$ cat src/rtl/i2c_bus_decoder.sv
// Passive I2C bus decoder: oversamples SCL/SDA, detects START/STOP conditions and
// tracks the frame position, emitting per-field capture strobes.
module i2c_bus_decoder #(
  parameter int SLAVE_ADDRESS_WIDTH    = 7,
  parameter int REGISTER_ADDRESS_WIDTH = 8,
  parameter int DATA_WIDTH             = 8,
  parameter int MAXIMUM_BYTES          = 128,
  parameter logic [SLAVE_ADDRESS_WIDTH-1:0] SLAVE0_ADDRESS = 7'h68,
  parameter logic [SLAVE_ADDRESS_WIDTH-1:0] SLAVE1_ADDRESS = 7'h6C,
  parameter logic [SLAVE_ADDRESS_WIDTH-1:0] SLAVE2_ADDRESS = 7'h7C,
  parameter logic [SLAVE_ADDRESS_WIDTH-1:0] SLAVE3_ADDRESS = 7'h4C
) (
  input  logic                              pclk,
  input  logic                              areset,
  input  logic                              scl_i,
  input  logic                              sda_i,
  output logic [5:0]                        state_o,
  output logic                              start_o,
  output logic                              restart_o,
  output logic                              stop_o,
  output logic [SLAVE_ADDRESS_WIDTH-1:0]    slave_addr_o,
  output logic                              rw_o,
  output logic                              addr_valid_o,
  output logic [3:0]                        slave_sel_o,
  output logic [REGISTER_ADDRESS_WIDTH-1:0] reg_addr_o,
  output logic                              reg_valid_o,
  output logic [DATA_WIDTH-1:0]             data_o,
  output logic                              data_valid_o,
  output logic [7:0]                        byte_cnt_o,
  output logic                              ack_o,
  output logic                              ack_valid_o,
  output logic                              bus_error_o,
  output logic                              overflow_o
);

  typedef enum logic [5:0] {
    ST_IDLE           = 6'd1,
    ST_SLAVE_ADDR_0   = 6'd10,
    ST_SLAVE_ADDR_1   = 6'd11,
    ST_SLAVE_ADDR_2   = 6'd12,
    ST_SLAVE_ADDR_3   = 6'd13,
    ST_SLAVE_ADDR_4   = 6'd14,
    ST_SLAVE_ADDR_5   = 6'd15,
    ST_SLAVE_ADDR_6   = 6'd16,
    ST_RD_WR          = 6'd17,
    ST_SLAVE_ADDR_ACK = 6'd18,
    ST_REG_ADDR_0     = 6'd19,
    ST_REG_ADDR_1     = 6'd20,
    ST_REG_ADDR_2     = 6'd21,
    ST_REG_ADDR_3     = 6'd22,
    ST_REG_ADDR_4     = 6'd23,
    ST_REG_ADDR_5     = 6'd24,
    ST_REG_ADDR_6     = 6'd25,
    ST_REG_ADDR_7     = 6'd26,
    ST_REG_ADDR_ACK   = 6'd27,
    ST_DATA_0         = 6'd28,
    ST_DATA_1         = 6'd29,
    ST_DATA_2         = 6'd30,
    ST_DATA_3         = 6'd31,
    ST_DATA_4         = 6'd32,
    ST_DATA_5         = 6'd33,
    ST_DATA_6         = 6'd34,
    ST_DATA_7         = 6'd35,
    ST_DATA_ACK       = 6'd36,
    ST_STOP           = 6'd39
  } i2c_fsm_state_e;

  // States in which a START/STOP cuts a field short.
  function automatic logic in_field(input i2c_fsm_state_e st);
    case (st)
      ST_SLAVE_ADDR_0, ST_SLAVE_ADDR_1, ST_SLAVE_ADDR_2, ST_SLAVE_ADDR_3,
      ST_SLAVE_ADDR_4, ST_SLAVE_ADDR_5, ST_SLAVE_ADDR_6, ST_RD_WR,
      ST_REG_ADDR_0, ST_REG_ADDR_1, ST_REG_ADDR_2, ST_REG_ADDR_3,
      ST_REG_ADDR_4, ST_REG_ADDR_5, ST_REG_ADDR_6, ST_REG_ADDR_7,
      ST_DATA_1, ST_DATA_2, ST_DATA_3, ST_DATA_4,
      ST_DATA_5, ST_DATA_6, ST_DATA_7: in_field = 1'b1;
      default:                         in_field = 1'b0;
    endcase
  endfunction

  logic           scl_meta_r;
  logic           sda_meta_r;
  logic           scl_s;
  logic           sda_s;
  logic           scl_p;
  logic           sda_p;
  logic           start_ev_s;
  logic           stop_ev_s;
  logic           rise_ev_s;
  logic [3:0]     match_s;
  logic [7:0]     shift_r;
  logic           hold_r;
  i2c_fsm_state_e state_r;

  // Two-flop synchronizers plus previous-sample flops; idle bus level is high.
  always_ff @(posedge pclk or posedge areset) begin
    if (areset) begin
      scl_meta_r <= 1'b1;
      sda_meta_r <= 1'b1;
      scl_s      <= 1'b1;
      sda_s      <= 1'b1;
      scl_p      <= 1'b1;
      sda_p      <= 1'b1;
    end else begin
      scl_meta_r <= scl_i;
      sda_meta_r <= sda_i;
      scl_s      <= scl_meta_r;
      sda_s      <= sda_meta_r;
      scl_p      <= scl_s;
      sda_p      <= sda_s;
    end
  end

  // An SCL change in the same sample masks any SDA change, so START/STOP need SCL high twice.
  assign start_ev_s = scl_s & scl_p & sda_p & ~sda_s;
  assign stop_ev_s  = scl_s & scl_p & ~sda_p & sda_s;
  assign rise_ev_s  = ~scl_p & scl_s;

  assign match_s = {shift_r[SLAVE_ADDRESS_WIDTH-1:0] == SLAVE3_ADDRESS,
                    shift_r[SLAVE_ADDRESS_WIDTH-1:0] == SLAVE2_ADDRESS,
                    shift_r[SLAVE_ADDRESS_WIDTH-1:0] == SLAVE1_ADDRESS,
                    shift_r[SLAVE_ADDRESS_WIDTH-1:0] == SLAVE0_ADDRESS};

  assign state_o = state_r;

  // Frame FSM with registered strobes and captured fields.
  always_ff @(posedge pclk or posedge areset) begin
    if (areset) begin
      state_r      <= ST_IDLE;
      hold_r       <= 1'b0;
      shift_r      <= 8'd0;
      start_o      <= 1'b0;
      restart_o    <= 1'b0;
      stop_o       <= 1'b0;
      slave_addr_o <= '0;
      rw_o         <= 1'b0;
      addr_valid_o <= 1'b0;
      slave_sel_o  <= 4'b0000;
      reg_addr_o   <= '0;
      reg_valid_o  <= 1'b0;
      data_o       <= '0;
      data_valid_o <= 1'b0;
      byte_cnt_o   <= 8'd0;
      ack_o        <= 1'b0;
      ack_valid_o  <= 1'b0;
      bus_error_o  <= 1'b0;
      overflow_o   <= 1'b0;
    end else begin
      start_o      <= 1'b0;
      restart_o    <= 1'b0;
      stop_o       <= 1'b0;
      addr_valid_o <= 1'b0;
      reg_valid_o  <= 1'b0;
      data_valid_o <= 1'b0;
      ack_valid_o  <= 1'b0;
      bus_error_o  <= 1'b0;
      if (start_ev_s) begin
        start_o     <= 1'b1;
        restart_o   <= (state_r != ST_IDLE) && (state_r != ST_STOP);
        bus_error_o <= in_field(state_r);
        state_r     <= ST_SLAVE_ADDR_0;
        byte_cnt_o  <= 8'd0;
        overflow_o  <= 1'b0;
        hold_r      <= 1'b0;
      end else if (stop_ev_s) begin
        if (state_r != ST_IDLE) begin
          stop_o      <= 1'b1;
          bus_error_o <= in_field(state_r);
          state_r     <= ST_STOP;
          hold_r      <= 1'b0;
        end else begin
          state_r <= state_r;
        end
      end else if (state_r == ST_STOP) begin
        state_r <= ST_IDLE;
      end else if (rise_ev_s && !hold_r) begin
        case (state_r)
          ST_IDLE: begin
            state_r <= ST_IDLE;
          end
          ST_SLAVE_ADDR_0, ST_SLAVE_ADDR_1, ST_SLAVE_ADDR_2, ST_SLAVE_ADDR_3,
          ST_SLAVE_ADDR_4, ST_SLAVE_ADDR_5, ST_SLAVE_ADDR_6,
          ST_REG_ADDR_0, ST_REG_ADDR_1, ST_REG_ADDR_2, ST_REG_ADDR_3,
          ST_REG_ADDR_4, ST_REG_ADDR_5, ST_REG_ADDR_6,
          ST_DATA_0, ST_DATA_1, ST_DATA_2, ST_DATA_3,
          ST_DATA_4, ST_DATA_5, ST_DATA_6: begin
            shift_r <= {shift_r[6:0], sda_s};
            state_r <= i2c_fsm_state_e'(state_r + 6'd1);
          end
          ST_RD_WR: begin
            rw_o         <= sda_s;
            slave_addr_o <= shift_r[SLAVE_ADDRESS_WIDTH-1:0];
            slave_sel_o  <= match_s;
            addr_valid_o <= 1'b1;
            state_r      <= ST_SLAVE_ADDR_ACK;
          end
          ST_REG_ADDR_7: begin
            reg_addr_o  <= {shift_r[REGISTER_ADDRESS_WIDTH-2:0], sda_s};
            reg_valid_o <= 1'b1;
            state_r     <= ST_REG_ADDR_ACK;
          end
          ST_DATA_7: begin
            data_o       <= {shift_r[DATA_WIDTH-2:0], sda_s};
            data_valid_o <= 1'b1;
            if (byte_cnt_o == 8'(MAXIMUM_BYTES)) begin
              overflow_o <= 1'b1;
            end else begin
              byte_cnt_o <= byte_cnt_o + 8'd1;
            end
            state_r <= ST_DATA_ACK;
          end
          ST_SLAVE_ADDR_ACK, ST_REG_ADDR_ACK, ST_DATA_ACK: begin
            // A NACK parks the FSM here until the next START or STOP.
            ack_o       <= sda_s;
            ack_valid_o <= 1'b1;
            if (sda_s) begin
              hold_r <= 1'b1;
            end else if (state_r == ST_SLAVE_ADDR_ACK && !rw_o) begin
              state_r <= ST_REG_ADDR_0;
            end else begin
              state_r <= ST_DATA_0;
            end
          end
          default: begin
            state_r <= ST_IDLE;
          end
        endcase
      end else begin
        state_r <= state_r;
      end
    end
  end

endmodule

$ cat config.mk
export PLATFORM = sky130hd
export DESIGN_NAME = i2c_bus_decoder
export DESIGN_NICKNAME = d
export VERILOG_FILES = /design/src/rtl/i2c_bus_decoder.sv
export SDC_FILE = /design/constraint.sdc
export NUM_CORES = 1
export LEC_CHECK = 0
export BUFFER_PORTS_ARGS = -buffer_cell sky130_fd_sc_hd__buf_4
export CORE_ASPECT_RATIO = 1.75
export CORE_UTILIZATION = 58
export DETAILED_ROUTE_END_ITERATION = 8
export GPL_ROUTABILITY_DRIVEN = 1
export PLACE_DENSITY = 0.87
export SLEW_MARGIN = 0
export SYNTH_ARGS = -nofsm -noshare
export SYNTH_HDL_FRONTEND = slang
export SYNTH_SLANG_ARGS = --single-unit
$ cat constraint.sdc
create_clock -name pclk -period 5.2 [get_ports pclk]
set_input_delay 0.78 -clock pclk [delete_from_list [all_inputs] [get_ports pclk]]
set_output_delay 0.78 -clock pclk [all_outputs]
set_load 0.1 [all_outputs]
* Word level (Yosys, flattened, before mapping)
Memories as Yosys holds them, arrays and structs flattened. Cells that the tools add are included.
Cells by class: equality and inequality tests 41, reduce and logical (&&, ||, !) cells 23, bitwise operators 12, add/sub/neg operators 2, mux-type cells 55
Operators by type and width (number):
- 6-bit by 5-bit == test with 1-bit output, second input constant | 16
- 8-bit two-way mux | 6
- 1-bit two-way mux | 41
- 5-bit AND reduction | 8
- 6-bit by 4-bit == test with 1-bit output, second input constant | 6
- 6-bit == test, second input constant | 6
- 6-bit two-way mux | 6
- 6-bit one-hot mux with 5 select lines | 1
- 7-bit == test, second input constant | 4
- 21-bit OR reduction | 1
- 3-bit nonzero test | 3
- 8-bit by 1-bit adder with 8-bit output, second input constant | 1
- 8-bit == test, second input constant | 1
- 6-bit by 1-bit adder with 6-bit output, second input constant | 1
- 1-bit bitwise AND | 6
- 2-bit inequality test, second input constant | 3
- 6-bit by 1-bit inequality test with 1-bit output, second input constant | 1
- 6-bit inequality test, second input constant | 1
- 1-bit inverter | 6
- 2-bit nonzero test | 3
- 5-bit inequality test, second input constant | 1
- 4-bit two-way mux | 1
- 4-bit nonzero test | 1
- 1-bit logical AND | 3
- 5 further kinds | 6
Storage, ports and cells: bits of input ports 4, register bits 66, output and inout bits 52, memory bits (read-only) 128, word-level logic and storage cells 160, memories kept 2
Memory list:
- (name not given) | words 64, width 1, read ports 1, clocked after Yosys merged registers in 0, wr ports 0, line 70 | case (st)
- (name not given) | words 64, width 1, read ports 1, clocked after Yosys merged registers in 0, wr ports 0, line 70

* Logic depth before layout (Yosys ltp)
depth in word-level cells 9, gate-level depth with buffers 9, depth with buffers taken out 8

* Least setup slack after synthesis
OpenSTA, ideal clock, no wires.
kind flip-flop to flip-flop, start point register state_r[1], in the netlist state_o[1], end point register slave_addr_o[0], buffers on the path 2, library setup time 0.126 ns, data required time 5.074 ns, slack 2.406 ns, arrival 2.668 ns, cell stages (with the launch flop) 9, period minus slack after synthesis 2.794 ns, cell sequence dfrtp_1 -> ha_1 -> buf_2 -> nand3b_2 -> nor3_4 -> nor2_1 -> nand3_2 -> buf_4 -> mux2_2
Between the ends: longest elaborated chain between the ends 3, elaborated cells between the ends (all ways) 4, those cells by class eq/ne (2); bitwise (1); reduce/logical (1)
Ends and longest elaborated chain:
- start, declared | line 93 | i2c_fsm_state_e state_r;
- start signal, assigned | line 172 | state_r <= state_r;
- start signal, assigned | line 188 | state_r <= i2c_fsm_state_e'(state_r + 6'd1);
- start signal, assigned | line 229 | state_r <= state_r;
- 6-bit == test | line 174 | end else if (state_r == ST_STOP) begin
- 1-bit inverter (no source line)
- 5-bit AND reduction (no source line) *
- end signal, assigned | line 192 | slave_addr_o <= shift_r[SLAVE_ADDRESS_WIDTH-1:0];
- end, declared | line 21 | output logic [SLAVE_ADDRESS_WIDTH-1:0] slave_addr_o,
Mark *: on every way between the ends. The rest lies on a longest branch, timed or not. A chain may end at the register's enable or synchronous reset.

* Final worst setup path
start point register state_r[0], in the netlist state_o[0], end point register byte_cnt_o[5]
Between the ends: longest elaborated chain between the ends 3, elaborated cells between the ends (all ways) 5, those cells by class eq/ne (3); reduce/logical (2)
Ends and longest elaborated chain:
- 6-bit == test (on tied branches) | line 174, 177
- 2-bit inequality test (no source line) / 2-bit nonzero test (equally long branches)
- 5-bit AND reduction (no source line) *
- end signal, assigned | line 208 | byte_cnt_o <= byte_cnt_o + 8'd1;
- end, declared | line 29 | output logic [7:0] byte_cnt_o,
Marks and branches as above.

==> flow_summary.toml <==
[yosys]
async_flop_share_pct = 100
ys_top_cells_by_area = "dfrtp_1, mux2_2, dfstp_2"
synth_cell_type_count = 57
synth_top_family_by_area = "simple AND/OR/NAND/NOR gates"
synth_largest_area_cell = "dfrtp_1"
yosys.area_share.simple_pct = 19.5
ys_seq_area_share_pct = 51.4
synth_top_cell_area_share_pct = 45.7
synth_warnings = 0
synthFlopType = "dfrtp_1"
synth-compound-area-share_pct = 12.0
syn-cell-area_mm2 = 0.00323
synth_edf_count = 0
synth-xor-area-share_pct = 1.36
syn_inst = 296
synth-seq-cells = 66
syn_avg_cell_area_um2 = 10.9
synth_mux_area_share_pct = 9.02
synth_fa_ha_area_share_pct = 2.71
synth_nets = 307

[placed_design]
dpl_cell_area_mm2 = 0.00366
dpl_worst_slack_ps = 2330
dp_hpwl_um = 5090
io_buffer_count = 55
routabilityCongestion = 0.946

[power_and_ir_drop]
ir_drop_uv = 348
power_per_cell_area_mw_per_mm2 = 471
p_leak_nw = 1.92

[floorplan]
fp.dieArea_mm2 = 0.00589
coreArea_mm2 = 0.00530
die-width_um = 58.4
die-height_um = 101
rows = 35
io_pins = 56
start_util_pct = 61.0

[setup_path]
worst_path_dominant_cell_family = "simple AND/OR/NAND/NOR gates"
r2r_start = "state_o[0]$_DFFE_PP1P_"
rr_worst_depth = 6
r2r_end = "byte_cnt_o[5]$_DFFE_PP0P_"
critical-path-slowest-cell = "nor4_4"
cp_max_fo = 14
worst_path_largest_cell_delay_ps = 770
worst_setup_path_start_kind = "flop"
critPathKind = "reg2reg"
critPathBufInv = 0
crit_path_end_kind = "flop"
crit_chain = "ha_1, nand3b_2, nor4_4, nand4_1, or3_1, a21oi_1"
required_ps = 5460
worst_ep_arrival_time_ps = 3140
r2r_slack_ps = 2320

[grt]
grt_max_degree = 67
grt_first_pass_wirelength_um = 11900
antenna_found_initial = 0
overflow = 0
grt_pass1_vias = 2456
track_usage_pct = 27.5

[sta]
hold_violations = 0
grt_setup_unrepaired = "no"
worst_hold_slack_ps = 356
fin_skew_ps = 8.80
clock.fmax_mhz = 347
fin_ws_ps = 2320
final.period_utilization_pct = 55.4
period_minus_slack_ps = 2880
setup_viol = 0
final.setup.tns_ps = 0
final_max_slew_viol_count = 0
worst_slew_pin_slew_ps = 969
slew_headroom_pct = 35.4

[detailed_routing]
drt-total-wl_um = 7280
first_pass_iters = 4
first_iter_violations = 125
via_count = 2501
routed_via_density = 5.83
routedWlPerCell_um = 17.0
antenna_left = 0
drcViolationCount = 0

[layout]
antenna_cells = 0
nFillCells = 376
final_nets = 361
final_layout_size_suffix_gt1_share_pct = 33.8
synthToLayoutAreaGrowth_pct = 20.4
stdcell_area_mm2 = 0.00389

[min_path]
hold_path_end = "sda_s$_DFF_PP1_"
hold_path_class = "reg2reg"
hp-start = "sda_meta_r$_DFF_PP1_"
hold_depth = 0

[cts]
clk-insertion-delay-late_ps = 330
postCtsSetupRepairBufs = 0
cts_root_buf = "clkbuf_8"
clkSinkCount = 66
numCtsBuffers = 9
cts_hold_buf = 0
cts_tree = "yes"
cts.repair.resized = 0
clkTransAtPathRegs_ps = 80
cts_max_level = 3
ctsLongestPathBuffers = 2

[job]
drv_cap = 0

[status]
outcome = "finished clean"
## registers in the layout (all words and copies together), names as in the netlist, 4 cells and up
signal / flops
shift_r: 7
slave_sel_o: 4
state_o: 6
slave_addr_o: 7
byte_cnt_o: 8
reg_addr_o: 8
data_o: 8
## worst max path at each step
stage / start / end / slack, ps / cells past startpoint
final: state_o[0]$_DFFE_PP1P_ / byte_cnt_o[5]$_DFFE_PP0P_ / 2320 / 6
after global routing: state_o[0]$_DFFE_PP1P_ / byte_cnt_o[5]$_DFFE_PP0P_ / 2120 / 6
after CTS: state_o[0]$_DFFE_PP1P_ / byte_cnt_o[5]$_DFFE_PP0P_ / 2330 / 6
after detailed placement: state_o[0]$_DFFE_PP1P_ / byte_cnt_o[5]$_DFFE_PP0P_ / 2330 / 6
after global placement: state_o[0]$_DFFE_PP1P_ / byte_cnt_o[5]$_DFFE_PP0P_ / 2450 / 6
after floorplan: state_o[1]$_DFFE_PP0P_ / slave_addr_o[0]$_DFFE_PP0P_ / 2410 / 8
## final cells by class
cell class / count / area [um2] / share of cell area, %
Sequential cell: 66 / 1660 / 42.7
Clock buffer: 9 / 124 / 3.18
Clock inverter: 7 / 101 / 2.61
Inverter: 13 / 48.8 / 1.25
Multi-Input combinational cell: 204 / 1440 / 37.1
Tap cell: 74 / 92.6 / 2.38
Timing Repair Buffer: 56 / 420 / 10.8
## worst register-to-register path, cell delays in order, from the launching register on
cell and delay, ps:
dfstp_2 610, ha_1 450, nand3b_2 210, nor4_4 770, nand4_1 270, or3_1 360
a21oi_1 140
## layer usage
| metal | GRT usage [%] | wire, um | vias up |
|---|---|---|---|
| met3 | 5.01 | 272 | 21 |
| met2 | 46.5 | 3990 | 83 |
| met4 | 15.4 | 243 | 0 |
| met1 | 32.3 | 2780 | 1231 |
| li1 | - | - | 1166 |
| met5 | 0 | 0 | - |
## power breakdown
| part | internal [W] | switching (W) | total [W] | leakage [nW] |
|---|---|---|---|---|
| sequential | 0.000573 | 0.000133 | 0.000706 | 0.885 |
| clock | 0.000274 | 0.000205 | 0.000479 | 0.106 |
| combinational | 0.000198 | 0.000450 | 0.000648 | 0.930 |
| total | 0.00104 | 0.000788 | 0.00183 | 1.92 |
## per-stage QoR
step                      total power, W  std cells  utilization, %
after floorplan                  0.00121        296               -
after global placement           0.00134        413            69.2
after detailed placement         0.00135        413            69.2
after CTS                        0.00184        429            73.4
after global routing             0.00191        429            73.4
final                            0.00183        429            73.4
## cells by family (layout without fill, tap and decap cells)
| family | after synthesis | in the layout |
|---|---|---|
| AOI/OAI and AO/OA | 55 | 55 |
| xor gates and xnor gates | 5 | 5 |
| adders and majority gates | 7 | 7 |
| buffers and inverters | 26 | 85 |
| DFF | 66 | 66 |
| muxes | 26 | 26 |
| and+or+nand+nor | 111 | 111 |
## cell usage after synthesis, types with 3 or more instances
cell type,number
mux2_2,25
and3_1,5
inv_1,12
a21oi_1,14
nand2_1,42
a21o_1,3
buf_4,3
nand4_1,4
nor2_1,18
buf_2,4
o21ai_0,9
xnor2_1,3
nor3b_1,3
a211o_1,3
o31ai_1,5
ha_1,7
nand3_1,12
dfrtp_1,59
dfstp_2,7
clkbuf_1,4
a211oi_1,3
## cell usage in the layout (no fill, tap or decap), drive strengths merged, types with 5 or more instances in the layout
| cell type | instances |
|---|---|
| nand3 | 13 |
| dfrtp | 59 |
| ha | 7 |
| clkbuf | 9 |
| dfstp | 7 |
| mux2 | 25 |
| nor2 | 18 |
| o21ai | 9 |
| o31ai | 5 |
| and3 | 6 |
| a21oi | 14 |
| nand2 | 42 |
| inv | 14 |
| buf | 56 |
No activity file was read; power rests on OpenSTA's default activity.
